File: config.mk
export PLATFORM = sky130hd
export DESIGN_NAME = sync_monitor_flat
export DESIGN_NICKNAME = d
export VERILOG_FILES = /design/src/rtl/sync_monitor_pkg.sv /design/src/rtl/sync_monitor_if.sv /design/src/rtl/sync_monitor_edge.sv /design/src/rtl/sync_monitor.sv /design/src/flat_wrapper.sv
export SDC_FILE = /design/constraint.sdc
export NUM_CORES = 1
export LEC_CHECK = 0
export BUFFER_PORTS_ARGS = -buffer_cell sky130_fd_sc_hd__buf_2
export CORE_MARGIN = 2
export CORE_UTILIZATION = 45
export CTS_BUF_LIST = sky130_fd_sc_hd__clkbuf_8
export CTS_CLUSTER_DIAMETER = 150
export DETAILED_ROUTE_END_ITERATION = 6
export HOLD_SLACK_MARGIN = 0.1
export PLACE_DENSITY_LB_ADDON = 0.05
export SYNTH_ARGS = -nofsm -noshare
export SYNTH_HDL_FRONTEND = slang
export SYNTH_SLANG_ARGS = --single-unit
File: constraint.sdc
create_clock -name clk -period 4.9 [get_ports clk]
set_input_delay 0 -clock clk [delete_from_list [all_inputs] [get_ports clk]]
set_output_delay 0 -clock clk [all_outputs]
set_load 0.02 [all_outputs]
File: src/rtl/sync_monitor_pkg.sv
// Shared types for the sync monitor: acquisition states, period classes,
// counter width and the period classifier.
package sync_monitor_pkg;

    localparam int CNT_W = 32;

    typedef enum logic [1:0] {
        HUNT = 2'd0,
        ACQ  = 2'd1,
        LOCK = 2'd2
    } state_t;

    typedef enum logic [1:0] {
        GOOD  = 2'd0,
        SHORT = 2'd1,
        LONG  = 2'd2
    } class_t;

    // Period p is one bit wider than the counter so cnt+1 never wraps.
    function automatic class_t classify(
        input logic [CNT_W:0] p,
        input logic [CNT_W:0] lo,
        input logic [CNT_W:0] hi
    );
        if (p < lo) begin
            return SHORT;
        end
        if (p > hi) begin
            return LONG;
        end
        return GOOD;
    endfunction

endpackage

File: src/rtl/sync_monitor_if.sv
// Sync monitor signal bundle: the sync line in, the strobes and status out.
// master drives sync_in, slave is the monitor itself.
interface sync_monitor_if;
    import sync_monitor_pkg::*;

    logic             sync_in;
    logic             edge_pulse;
    logic [CNT_W-1:0] period;
    logic             period_vld;
    logic             locked;
    logic             err_short;
    logic             err_long;
    logic [CNT_W-1:0] mark_cnt;

    modport master (
        output sync_in,
        input  edge_pulse, period, period_vld, locked,
        input  err_short, err_long, mark_cnt
    );

    modport slave (
        input  sync_in,
        output edge_pulse, period, period_vld, locked,
        output err_short, err_long, mark_cnt
    );

endinterface

File: src/rtl/sync_monitor_edge.sv
// Rising-edge detector for the sync line. With SYNC_MONITOR_CDC_EN defined a
// 2-flop synchronizer (reset high) sits in front of the detector.
module sync_monitor_edge (
    input  logic clk,
    input  logic rst_n,
    input  logic i_sync,
    output logic o_rise
);

    logic w_sync;
    logic r_sync_d;

`ifdef SYNC_MONITOR_CDC_EN
    logic r_meta;
    logic r_sync;

    always_ff @(posedge clk) begin
        if (!rst_n) begin
            r_meta <= 1'b1;
            r_sync <= 1'b1;
        end else begin
            r_meta <= i_sync;
            r_sync <= r_meta;
        end
    end

    assign w_sync = r_sync;
`else
    assign w_sync = i_sync;
`endif

    // Reset high so a line already high at reset release is not an edge.
    always_ff @(posedge clk) begin
        if (!rst_n) begin
            r_sync_d <= 1'b1;
        end else begin
            r_sync_d <= w_sync;
        end
    end

    assign o_rise = w_sync & ~r_sync_d;

endmodule

File: src/rtl/sync_monitor.sv
// Sync pulse monitor: period measurement, tolerance check, lock acquisition
// and mark counting. Input synchronizer enabled by SYNC_MONITOR_CDC_EN.
//
// state | meaning
// HUNT  | waiting for a reference edge, timeouts disabled
// ACQ   | measuring periods, counting consecutive good ones
// LOCK  | locked, good periods counted as marks
module sync_monitor
    import sync_monitor_pkg::*;
#(
    parameter int unsigned NOMINAL  = 48_000_000,
    parameter int unsigned TOL      = 48,
    parameter int unsigned LOCK_CNT = 3
) (
    input  logic          clk,
    input  logic          rst_n,
    sync_monitor_if.slave bus
);

    localparam int GOOD_W = $clog2(LOCK_CNT + 1);
    localparam logic [CNT_W-1:0]  LIM_HI   = CNT_W'(NOMINAL + TOL);
    localparam logic [CNT_W-1:0]  LIM_LO   = CNT_W'(NOMINAL - TOL);
    localparam logic [GOOD_W-1:0] GOOD_TGT = GOOD_W'(LOCK_CNT);

    logic              w_rise;
    logic              w_timeout;
    logic [CNT_W:0]    w_p;
    class_t            w_cls;
    logic [GOOD_W-1:0] w_good_inc;

    state_t            r_state;
    state_t            w_state_nxt;
    logic [CNT_W-1:0]  r_cnt;
    logic [CNT_W-1:0]  w_cnt_nxt;
    logic [GOOD_W-1:0] r_good;
    logic [GOOD_W-1:0] w_good_nxt;
    logic [CNT_W-1:0]  r_period;
    logic [CNT_W-1:0]  w_period_nxt;
    logic [CNT_W-1:0]  r_mark;
    logic [CNT_W-1:0]  w_mark_nxt;
    logic              r_edge;
    logic              r_vld;
    logic              w_vld_nxt;
    logic              r_short;
    logic              w_short_nxt;
    logic              r_long;
    logic              w_long_nxt;
    logic              r_locked;

    sync_monitor_edge u_edge (
        .clk    (clk),
        .rst_n  (rst_n),
        .i_sync (bus.sync_in),
        .o_rise (w_rise)
    );

    assign w_p        = {1'b0, r_cnt} + (CNT_W + 1)'(1);
    assign w_cls      = classify(w_p, {1'b0, LIM_LO}, {1'b0, LIM_HI});
    assign w_timeout  = (r_state != HUNT) && (r_cnt == LIM_HI);
    assign w_good_inc = r_good + GOOD_W'(1);

    always_comb begin
        w_state_nxt  = r_state;
        w_good_nxt   = r_good;
        w_period_nxt = r_period;
        w_mark_nxt   = r_mark;
        w_vld_nxt    = 1'b0;
        w_short_nxt  = 1'b0;
        w_long_nxt   = 1'b0;

        if (w_rise) begin
            w_cnt_nxt = '0;
        end else if (r_cnt == '1) begin
            w_cnt_nxt = r_cnt;
        end else begin
            w_cnt_nxt = r_cnt + CNT_W'(1);
        end

        case (r_state)
            HUNT: begin
                if (w_rise) begin
                    w_state_nxt = ACQ;
                    w_good_nxt  = '0;
                end
            end
            ACQ, LOCK: begin
                // A rise coinciding with the timeout becomes the new reference.
                if (w_timeout) begin
                    w_long_nxt  = 1'b1;
                    w_good_nxt  = '0;
                    w_state_nxt = w_rise ? ACQ : HUNT;
                end else if (w_rise) begin
                    w_period_nxt = w_p[CNT_W-1:0];
                    w_vld_nxt    = 1'b1;
                    case (w_cls)
                        GOOD: begin
                            if (r_state == ACQ) begin
                                w_good_nxt = w_good_inc;
                                if (w_good_inc == GOOD_TGT) begin
                                    w_state_nxt = LOCK;
                                end
                            end else begin
                                w_mark_nxt = r_mark + CNT_W'(1);
                            end
                        end
                        SHORT: begin
                            w_short_nxt = 1'b1;
                            w_good_nxt  = '0;
                            w_state_nxt = ACQ;
                        end
                        default: begin
                            w_good_nxt  = '0;
                            w_state_nxt = ACQ;
                        end
                    endcase
                end
            end
            default: begin
                w_state_nxt = HUNT;
                w_good_nxt  = '0;
            end
        endcase
    end

    always_ff @(posedge clk) begin
        if (!rst_n) begin
            r_state  <= HUNT;
            r_cnt    <= '0;
            r_good   <= '0;
            r_period <= '0;
            r_mark   <= '0;
            r_edge   <= 1'b0;
            r_vld    <= 1'b0;
            r_short  <= 1'b0;
            r_long   <= 1'b0;
            r_locked <= 1'b0;
        end else begin
            r_state  <= w_state_nxt;
            r_cnt    <= w_cnt_nxt;
            r_good   <= w_good_nxt;
            r_period <= w_period_nxt;
            r_mark   <= w_mark_nxt;
            r_edge   <= w_rise;
            r_vld    <= w_vld_nxt;
            r_short  <= w_short_nxt;
            r_long   <= w_long_nxt;
            r_locked <= (w_state_nxt == LOCK);
        end
    end

    assign bus.edge_pulse = r_edge;
    assign bus.period     = r_period;
    assign bus.period_vld = r_vld;
    assign bus.locked     = r_locked;
    assign bus.err_short  = r_short;
    assign bus.err_long   = r_long;
    assign bus.mark_cnt   = r_mark;

endmodule

File: src/flat_wrapper.sv
// flat-port wrapper written by rule: the top's interface ports become plain ports
module sync_monitor_flat import sync_monitor_pkg::*;
#(
    parameter int unsigned NOMINAL  = 48_000_000,
    parameter int unsigned TOL      = 48,
    parameter int unsigned LOCK_CNT = 3
)
  (clk, rst_n, bus_sync_in, bus_edge_pulse, bus_period, bus_period_vld, bus_locked, bus_err_short, bus_err_long, bus_mark_cnt);
  sync_monitor_if bus_i ();
  input  logic clk;
  input  logic rst_n;
  input wire logic [$bits(bus_i.sync_in)-1:0] bus_sync_in;
  output wire logic [$bits(bus_i.edge_pulse)-1:0] bus_edge_pulse;
  output wire logic [$bits(bus_i.period)-1:0] bus_period;
  output wire logic [$bits(bus_i.period_vld)-1:0] bus_period_vld;
  output wire logic [$bits(bus_i.locked)-1:0] bus_locked;
  output wire logic [$bits(bus_i.err_short)-1:0] bus_err_short;
  output wire logic [$bits(bus_i.err_long)-1:0] bus_err_long;
  output wire logic [$bits(bus_i.mark_cnt)-1:0] bus_mark_cnt;
  assign bus_i.sync_in = bus_sync_in;
  assign bus_edge_pulse = bus_i.edge_pulse;
  assign bus_period = bus_i.period;
  assign bus_period_vld = bus_i.period_vld;
  assign bus_locked = bus_i.locked;
  assign bus_err_short = bus_i.err_short;
  assign bus_err_long = bus_i.err_long;
  assign bus_mark_cnt = bus_i.mark_cnt;
  sync_monitor #(.NOMINAL(NOMINAL), .TOL(TOL), .LOCK_CNT(LOCK_CNT)) u_core (.clk(clk), .rst_n(rst_n), .bus(bus_i));
endmodule
# After elaboration in Yosys (flattened, before gate mapping)
# Cells that the tools add are included.
[totals]
mem_bits_ro = 0
latch_bits = 0
n_memories = 0
word_cells = 70
reg_bits = 106
ramBits = 0
input_bits = 3
output_inout_bits = 69
[op_classes]
n_lt_le_gt_ge = 2
shifts = 0
mux = 24
div_mod_pow = 0
multipliers = 0
addsub = 4
bitwise = 7
n_reduce_logical = 12
n_eq_ne = 10
[ops]
columns = ["op", "n"]
rows = [
  ["adder 32 x 1 -> 32 bit (second input constant)", 2],
  ["adder 32 x 1 -> 33 bit (second input constant)", 1],
  ["greater-than comparator 33 x 26 -> 1 bit (second input constant)", 1],
  ["less-than comparator 33 x 26 -> 1 bit (second input constant)", 1],
  ["equality test 32 x 26 -> 1 bit (second input constant)", 1],
  ["equality test 32 bit (second input constant)", 1],
  ["2-to-1 mux 2 bit", 15],
  ["one-hot mux 2 bit (2 select lines)", 2],
  ["2-to-1 mux 1 bit", 7],
  ["equality test 2 bit (second input constant)", 3],
  ["NOT 1 bit", 6],
  ["AND reduction 3 bit", 2],
  ["AND reduction 5 bit", 1],
  ["equality test 2 x 1 -> 1 bit (second input constant)", 2],
  ["logical NOT 2 bit", 2],
  ["inequality test 4 x 2 -> 1 bit (second input constant)", 1],
  ["OR reduction 2 bit", 2],
  ["OR reduction 4 bit", 1],
  ["inequality test 3 x 1 -> 1 bit (second input constant)", 1],
  ["OR reduction 3 bit", 1],
  ["adder 2 x 1 -> 2 bit (second input constant)", 1],
  ["inequality test 2 x 1 -> 1 bit (second input constant)", 1],
  ["AND reduction 2 bit", 1],
  ["nonzero test 2 bit", 1],
  ["other kinds (2)", 2],
]

# Depth between registers and ports, before layout
# Gate-level depths: netlist of the first run.
[depth]
ltp_word = 12
ltp_mapped = 15
ltp_nobuf = 11

# By module
# A second synthesis of the first run with hierarchy kept.
[hier_totals]
hier_cells = 637
hier_area_um2 = 5451.5
[by_module_without_submodules]
columns = ["module", "cells_per_inst", "seq_area_each_um2", "area_per_inst_um2", "n_inst"]
rows = [
  ["sync_monitor", 634, 2102.0, 5411.4, 1],
  ["sync_monitor_edge", 3, 20.0, 40.0, 1],
]

# Worst setup path after synthesis of the first run
# No wires, ideal clock.
[synth_timing]
path_kind = "register to register"
startpoint = "reg u_core.r_cnt[1]"
endpoint = "reg u_core.r_mark[27] (netlist: u_core.bus.mark_cnt[27])"
n_path_buf = 4
path_stages_with_launch = 15
setup_time_ns = 0.132
arrival_ns = 3.701
setup_slack_ns = 1.066
period_less_slack_ns = 3.834
required_time_ns = 4.768
path_cell_list = "dfxtp_1 > ha_1 > buf_2 > and3_1 > buf_2 > a32oi_1 > o32a_1 > or2_2 > or4b_2 > a2111oi_4 > o2111ai_2 > buf_6 > clkbuf_1 > o21ai_0 > a21oi_1"
[synth_between]
elab_chain_len = 8
word_cells_on_any_way = 14
classes_between = "1 x add/sub; 2 x order compare; 1 x eq/ne; 6 x mux; 1 x bitwise; 3 x reduce/logical"
[synth_lines]
columns = ["item", "line", "source"]
rows = [
  ["start: declaration", "sync_monitor.sv:33", "logic [CNT_W-1:0] r_cnt;"],
  ["start signal: assignment", "sync_monitor.sv:139", "r_cnt <= w_cnt_nxt;"],
  ["adder 32 x 1 -> 33 bit", "sync_monitor.sv:57", "assign w_p = {1'b0, r_cnt} + (CNT_W + 1)'(1);"],
  ["greater-than comparator 33 x 26 -> 1 bit", "sync_monitor_pkg.sv:28", "if (p > hi) begin"],
  ["2-to-1 mux 1 bit (2 in a row)", "sync_monitor_pkg.sv:28", ""],
  ["2-to-1 mux 2 bit", "sync_monitor_pkg.sv:31", "return GOOD;"],
  ["2-to-1 mux 2 bit", "sync_monitor_pkg.sv:28", ""],
  ["logical NOT 2 bit", "sync_monitor.sv:95", "case (w_cls)"],
  ["AND reduction 5 bit (no line) (*)", "-", ""],
  ["end signal: assignment", "sync_monitor.sv:142", "r_mark <= w_mark_nxt;"],
  ["end: declaration", "sync_monitor.sv:39", "logic [CNT_W-1:0] r_mark;"],
]
# Mark *: on every way between the ends. The rest lies on a longest branch, timed or not. The select of a mux whose other input is x is not followed.
# A chain may end at the register's enable or synchronous reset.

# Worst setup path after layout of the first run
[layout_timing]
startpoint = "reg u_core.r_cnt[0]"
endpoint = "reg u_core.r_mark[24] (netlist: u_core.bus.mark_cnt[24])"
# Same word-level chain as after synthesis.

==> results.yml, run 1 <==
global_route:
  overflow: 0
  grt_first_pass_wirelength_um: 23200
  antenna_found_initial: 0
  grt_pass1_vias: 4564
  grt_max_degree: 66
  grt_usage_pct: 21.8
timing:
  hold_viol_final: 0
  rsz0062_at_grt: "false"
  min_period_over_period_pct: 93.4
  hold-worst-slack_ps: 486
  tightestPinTransition_ps: 1180
  fin_worst_skew_ps: 12.7
  fmax_mhz: 219
  period_needed_ps: 4580
  setup_violations: 0
  maxSlewViolCount: 0
  setup_tns_ps: 0
  slew_headroom_pct: 21.4
worst_setup_path:
  worstPathCellList: "ha_1, and3_1, a32oi_1, o32a_1, or2_2, or4b_2, a2111oi_4, o2111ai_4, or4_1, a21oi_1"
  rr_endpoint: "u_core.bus.mark_cnt[24]"
  critPathRequiredTime_ps: 5200
  cp_num_cells: 10
  worstPathArrival_ps: 4880
  cp-start-kind: "flop"
  critPathTopFamily: "simple AND/OR/NAND/NOR gates"
  critPathBufInv: 0
  crit_type: "reg -> reg"
  path_max_fanout: 22
  worstSetupEndpointType: "flop"
  cp-endpoint: "u_core.bus.mark_cnt[24]"
  max_stage_delay_ps: 730
  setup.worst_path.start: "u_core.r_cnt[0]"
  reg2regPathDepth: 10
  r2r_start: "u_core.r_cnt[0]"
  reg2reg_slack_ps: 320
  cpMaxStageDelayCell: "or4b_2"
route:
  drt_first_iter_violations: 349
  drtPass1Iterations: 5
  dr_wl_met3_um: 572
  wl_per_cell_um: 16.1
  wl_met2_um: 6440
  route.detailed.drc: 0
  routed_via_density: 5.89
  drtAntennaViolNets: 0
  top_layer: "met4"
  wl_met1_um: 6860
  vias: 5138
  wl_um: 14100
power_and_ir_drop:
  power.density_nw_per_um2: 234
  clockPowerShare_pct: 36.6
  irDropWorstVdd_mv: 0.134
  power.leakage_nw: 2.22
  p_comb_share_pct: 3.0
  p_int_mw: 1.11
  seq_power_share_pct: 60.4
  p_sw_mw: 0.334
  p_sw_share_pct: 23.2
synth:
  avgSynthCellArea_um2: 8.21
  ys_types: 64
  syn_inst: 674
  synth_nets: 685
  synthArstFlopShare_pct: 0
  syn_area_um2: 5530
  synth_edf_count: 0
  seq_area_frac_synth_pct: 38.3
  synth.area.top_cells: "dfxtp_1 38%, a21oi_1 5.6%, a211oi_1 4.2%"
  synth_warnings: 0
  synth_top_cell_area_share_pct: 38.3
  ys_dominant_reg_cell: "dfxtp_1"
  yosysTopAreaCell: "dfxtp_1"
  ys_ff_latch: 106
floorplan:
  start_util_pct: 46.1
  core_um2: 12000
  die_x_um: 115
  die-area_um2: 13200
  rows: 40
  ios: 72
  die_y_um: 115
clocking:
  path_clk_slew_ps: 100
  clk_latency_ps: 380
  cts.sinks: 106
  cts_buffer_depth: 2
  clockRootBuffer: "clkbuf_8"
  cts_setup_buffers: 0
  cts_tree: "yes"
  cts_buffers: 9
  htree_levels: 3
placed_design:
  gp_congestion: 0.857
  hpwlAfterDp_um: 9870
  port-buffer-count: 71
job:
  drv_cap: 0
cells_and_area:
  layout-drive-gt1-share_pct: 15.6
  final_cell_mix: "106 x dfxtp_1, 71 x buf_2, 62 x a21oi_1, 60 x nor2_1, 48 x nand2_1"
  diodes: 0
  syn2layout_area_growth_pct: 11.2
  utilization_pct: 51.2
  layout_commonest_cell: "dfxtp_1"
  nets: 732
status:
  outcome: "finished clean"
min_path:
  hold_class: "reg -> reg"
==> synth_stat cells, types with 4 or more instances <==
library cell	n
or4_1	7
o21ai_0	36
mux2i_1	5
inv_1	23
a31oi_1	4
and3_1	9
nand2b_1	9
and2_1	11
ha_1	8
nor3b_1	4
nand2_1	48
dfxtp_1	106
nand3_1	33
nor4_1	10
xor2_1	18
nor4b_1	4
buf_2	13
o211ai_1	4
o31ai_1	5
nor2_1	60
a21oi_1	62
xnor2_1	18
nor2b_1	4
or3_1	27
nand4_1	20
or2_2	4
and4_1	8
nor3_1	11
clkbuf_1	27
a211oi_1	31
==> worst min-delay path: stages (launching register included) <==
cell and delay (ps):
dfxtp_1 340, nand2_1 60, a21oi_1 50
==> sequential cells by signal, indices dropped and copies added (netlist names) <==
name	flops
u_core.bus.edge_pulse	1
u_core.bus.err_long	1
u_core.bus.err_short	1
u_core.bus.locked	1
u_core.bus.mark_cnt	32
u_core.bus.period	32
u_core.bus.period_vld	1
u_core.r_cnt	32
u_core.r_good	2
u_core.r_state	2
u_core.u_edge.r_sync_d	1
==> final cells by class <==
| cell class | instances | area (µm²) |
|---|---|---|
| clock buffers | 9 | 124 |
| clock inverters | 7 | 61.3 |
| fillers | 1212 | 5860 |
| inverters | 23 | 86.3 |
| multi-input cells | 502 | 3150 |
| flip-flops and latches | 106 | 2120 |
| well taps | 147 | 184 |
| repair buffers | 79 | 423 |
==> power groups by stage <==
stage,clock network (mW),logic (mW),registers [mW]
floorplan,0,0.0317,0.889
global placement,0,0.0407,0.890
detailed placement,0,0.0413,0.890
CTS,0.551,0.0433,0.870
global route,0.585,0.0488,0.871
finish,0.528,0.0431,0.870
==> kinds of logic (layout without fill, tap and decap cells) <==
kind of cell / after synthesis / count (layout) / synth area share [%]
xor gates and xnor gates: 36 / 36 / 5.70
adders and majority gates: 8 / 8 / 1.81
buffers and inverters: 66 / 118 / 4.91
and+or+nand+nor: 286 / 286 / 28.9
muxes: 5 / 5 / 0.904
DFF: 106 / 106 / 38.3
AOI/OAI and AO/OA: 167 / 167 / 19.4
==> repair_timing <==
item,in CTS,in global routing
hold endpoints to repair,9,0
endpoints found under the setup margin,0,2
hold buffers,3,0
resized for setup,0,1
==> worst min path at each step <==
stage                         startpoint                     end  slack, ps  depth (start not counted)
floorplan                    bus_sync_in  u_core.u_edge.r_sync_d        100                          1
global placement             bus_sync_in  u_core.u_edge.r_sync_d        210                          2
detailed placement           bus_sync_in  u_core.u_edge.r_sync_d        220                          2
CTS                          bus_sync_in   u_core.bus.edge_pulse        450                          4
global route                 bus_sync_in   u_core.bus.edge_pulse        500                          4
finish              u_core.bus.period[1]    u_core.bus.period[1]        490                          2
==> metrics by stage <==
| stage | setup slack (ps) | instances | power (mW) | instance area (µm²) |
|---|---|---|---|---|
| after floorplan | 1070 | 674 | 0.920 | 5530 |
| after global placement | 376 | 854 | 0.930 | 5930 |
| after detailed placement | 251 | 854 | 0.932 | 5930 |
| after CTS | 223 | 873 | 1.46 | 6140 |
| after global routing | 97.1 | 873 | 1.50 | 6150 |
| final | 324 | 873 | 1.44 | 6150 |
==> routing by layer <==
metal | vias to the layer above | global-route usage (%)
li1 | 2549 | -
met1 | 2474 | 29.7
met2 | 100 | 34.7
met3 | 15 | 4.48
met4 | 0 | 6.99
met5 | - | 0
Power figures use the tool's default switching activity.
==> inputs of run 2 (changes only) <==
- CORE_UTILIZATION: 45 -> 50
==> run 2 against run 1 <==
Against the previous run:
- critical path depth stayed put
- non-clock buffer count is 1 lower
- worst setup slack worse by 79 ps
- final cell count is 0.92% lower
- clock-buffer cell count is 1 higher
- first-iteration DRC count is 1.4% lower
- combinational power is 2% lower
- fmax is 1.7% lower
- global-route usage is 1.1 points higher
- design area is 0.79% lower
- total power is 3.7% lower
- highest routed layer unchanged
- critical endpoint unchanged
- register-to-register slack worse by 80 ps
==> results.yml, run 2 (synthesis gave the netlist of run 1 again) <==
status:
  outcome: "finished clean"
worst_setup_path:
  worstPathArrival_ps: 4960
  cp-start-kind: "flop"
  crit_type: "reg -> reg"
  worstSetupEndpointType: "flop"
  path_max_fanout: 22
  critPathRequiredTime_ps: 5210
  reg2regPathDepth: 10
clocking:
  htree_levels: 3
  path_clk_slew_ps: 90
  cts_buffer_depth: 2
  cts_buffers: 9
  cts_resized: 0
  clk_latency_ps: 390
  clockRootBuffer: "clkbuf_8"
  cts_setup_buffers: 0
  cts.sinks: 106
  cts_tree: "yes"
power_and_ir_drop:
  irDropWorstVdd_mv: 0.282
  power.leakage_nw: 2.21
  p_total_mw: 1.39
  power.density_nw_per_um2: 227
global_route:
  grt_first_pass_wirelength_um: 21700
  grt_max_degree: 66
  grt_pass1_vias: 4397
  overflow: 0
  grt_usage_pct: 22.9
  antenna_found_initial: 0
placed_design:
  port-buffer-count: 71
  hpwlAfterDp_um: 9470
  gp_congestion: 0.859
  place_inst: 846
  post_dp_cell_area_um2: 5910
route:
  drtAntennaViolNets: 0
  vias: 5034
  drtPass1Iterations: 5
  wl_per_cell_um: 15.4
  wl_um: 13300
  drt_first_iter_violations: 344
  routed_via_density: 5.82
  route.detailed.drc: 0
timing:
  rsz0062_at_grt: "true"
  setup_tns_ps: 0
  tightestPinTransition_ps: 1150
  slew_headroom_pct: 23.2
  setup_violations: 0
  fmax_mhz: 215
  maxSlewViolCount: 0
  fin_worst_skew_ps: 8.52
  hold_viol_final: 0
  period_needed_ps: 4650
  min_period_over_period_pct: 95.0
floorplan:
  ios: 72
  die_y_um: 109
  die-area_um2: 11900
  core_um2: 10800
  die_x_um: 109
  rows: 38
  start_util_pct: 51.1
cells_and_area:
  final_cells: 865
  fillCellCount: 1056
  layout-drive-gt1-share_pct: 15.2
  nets: 731
  design_area_um2: 6100
  layout_commonest_cell: "dfxtp_1"
  final_cell_mix: "106 x dfxtp_1, 71 x buf_2, 62 x a21oi_1, 60 x nor2_1, 48 x nand2_1"
  syn2layout_area_growth_pct: 10.3
  diodes: 0
min_path:
  min_path_cells: 4
  hold_class: "in -> reg"
job:
  drv_cap: 0
## run 2: changes by cell type in the layout (fill, tap and decap cells not counted), sizes merged
cell,before,now
clkbuf,9,10
buf,76,75
bufinv,1,0
inv,24,26
clkinv,4,3
clkinvlp,1,0
## run 2: routing by layer
metal | track usage, % | routed length [µm] | vias to the layer above
met5 | 0 | 0 | -
met4 | 6.60 | 241 | 0
met3 | 6.16 | 652 | 19
met2 | 35.6 | 6060 | 117
met1 | 31.1 | 6360 | 2348
li1 | - | - | 2550
## run 2: power by group
group          switching, mW  total, mW  internal, mW
logic                 0.0302     0.0423        0.0121
registers            0.00597      0.870         0.864
clock network          0.284      0.475         0.191
## run 2: worst max-delay path, cell delays in order, from the launching register on
cell and delay (ps):
dfxtp_1 530, ha_1 430, and3_1 430, a32oi_1 150
o32a_1 330, or2_2 310, or4b_2 720, a2111oi_4 450
o2111ai_2 470, or4_1 610, a21oi_1 150
## run 2: cell type report
class	instances	area, µm²	area share [%]
Multi-Input combinational cell	502	3140	51.5
Sequential cell	106	2120	34.8
Timing Repair Buffer	78	415	6.80
Tap cell	140	175	2.87
Clock buffer	10	138	2.25
Inverter	23	86.3	1.41
Clock inverter	6	26.3	0.430
## run 2: final timing paths
kind	startpoint	to	slack [ps]
worst min-delay path	bus_sync_in	u_core.bus.edge_pulse	450
worst min register to register	u_core.bus.period[0]	u_core.bus.period[0]	490
worst max register to register	u_core.r_cnt[0]	u_core.bus.mark_cnt[24]	250
worst max-delay path	u_core.r_cnt[0]	u_core.bus.mark_cnt[24]	250
## run 2: timing repair
item / in CTS / in global routing
setup endpoints to repair: 0 / 2
hold buffers: 3 / 0
endpoints found under the hold margin: 9 / 0
## run 2: metrics by stage
step                      utilization, %  setup slack (ps)  hold slack [ps]
final                               56.3               246              449
after global routing                56.3             -4.73              489
after CTS                           56.3               260              442
after detailed placement            54.5               290              218
after global placement              54.5               430              209
after floorplan                        -              1070              101
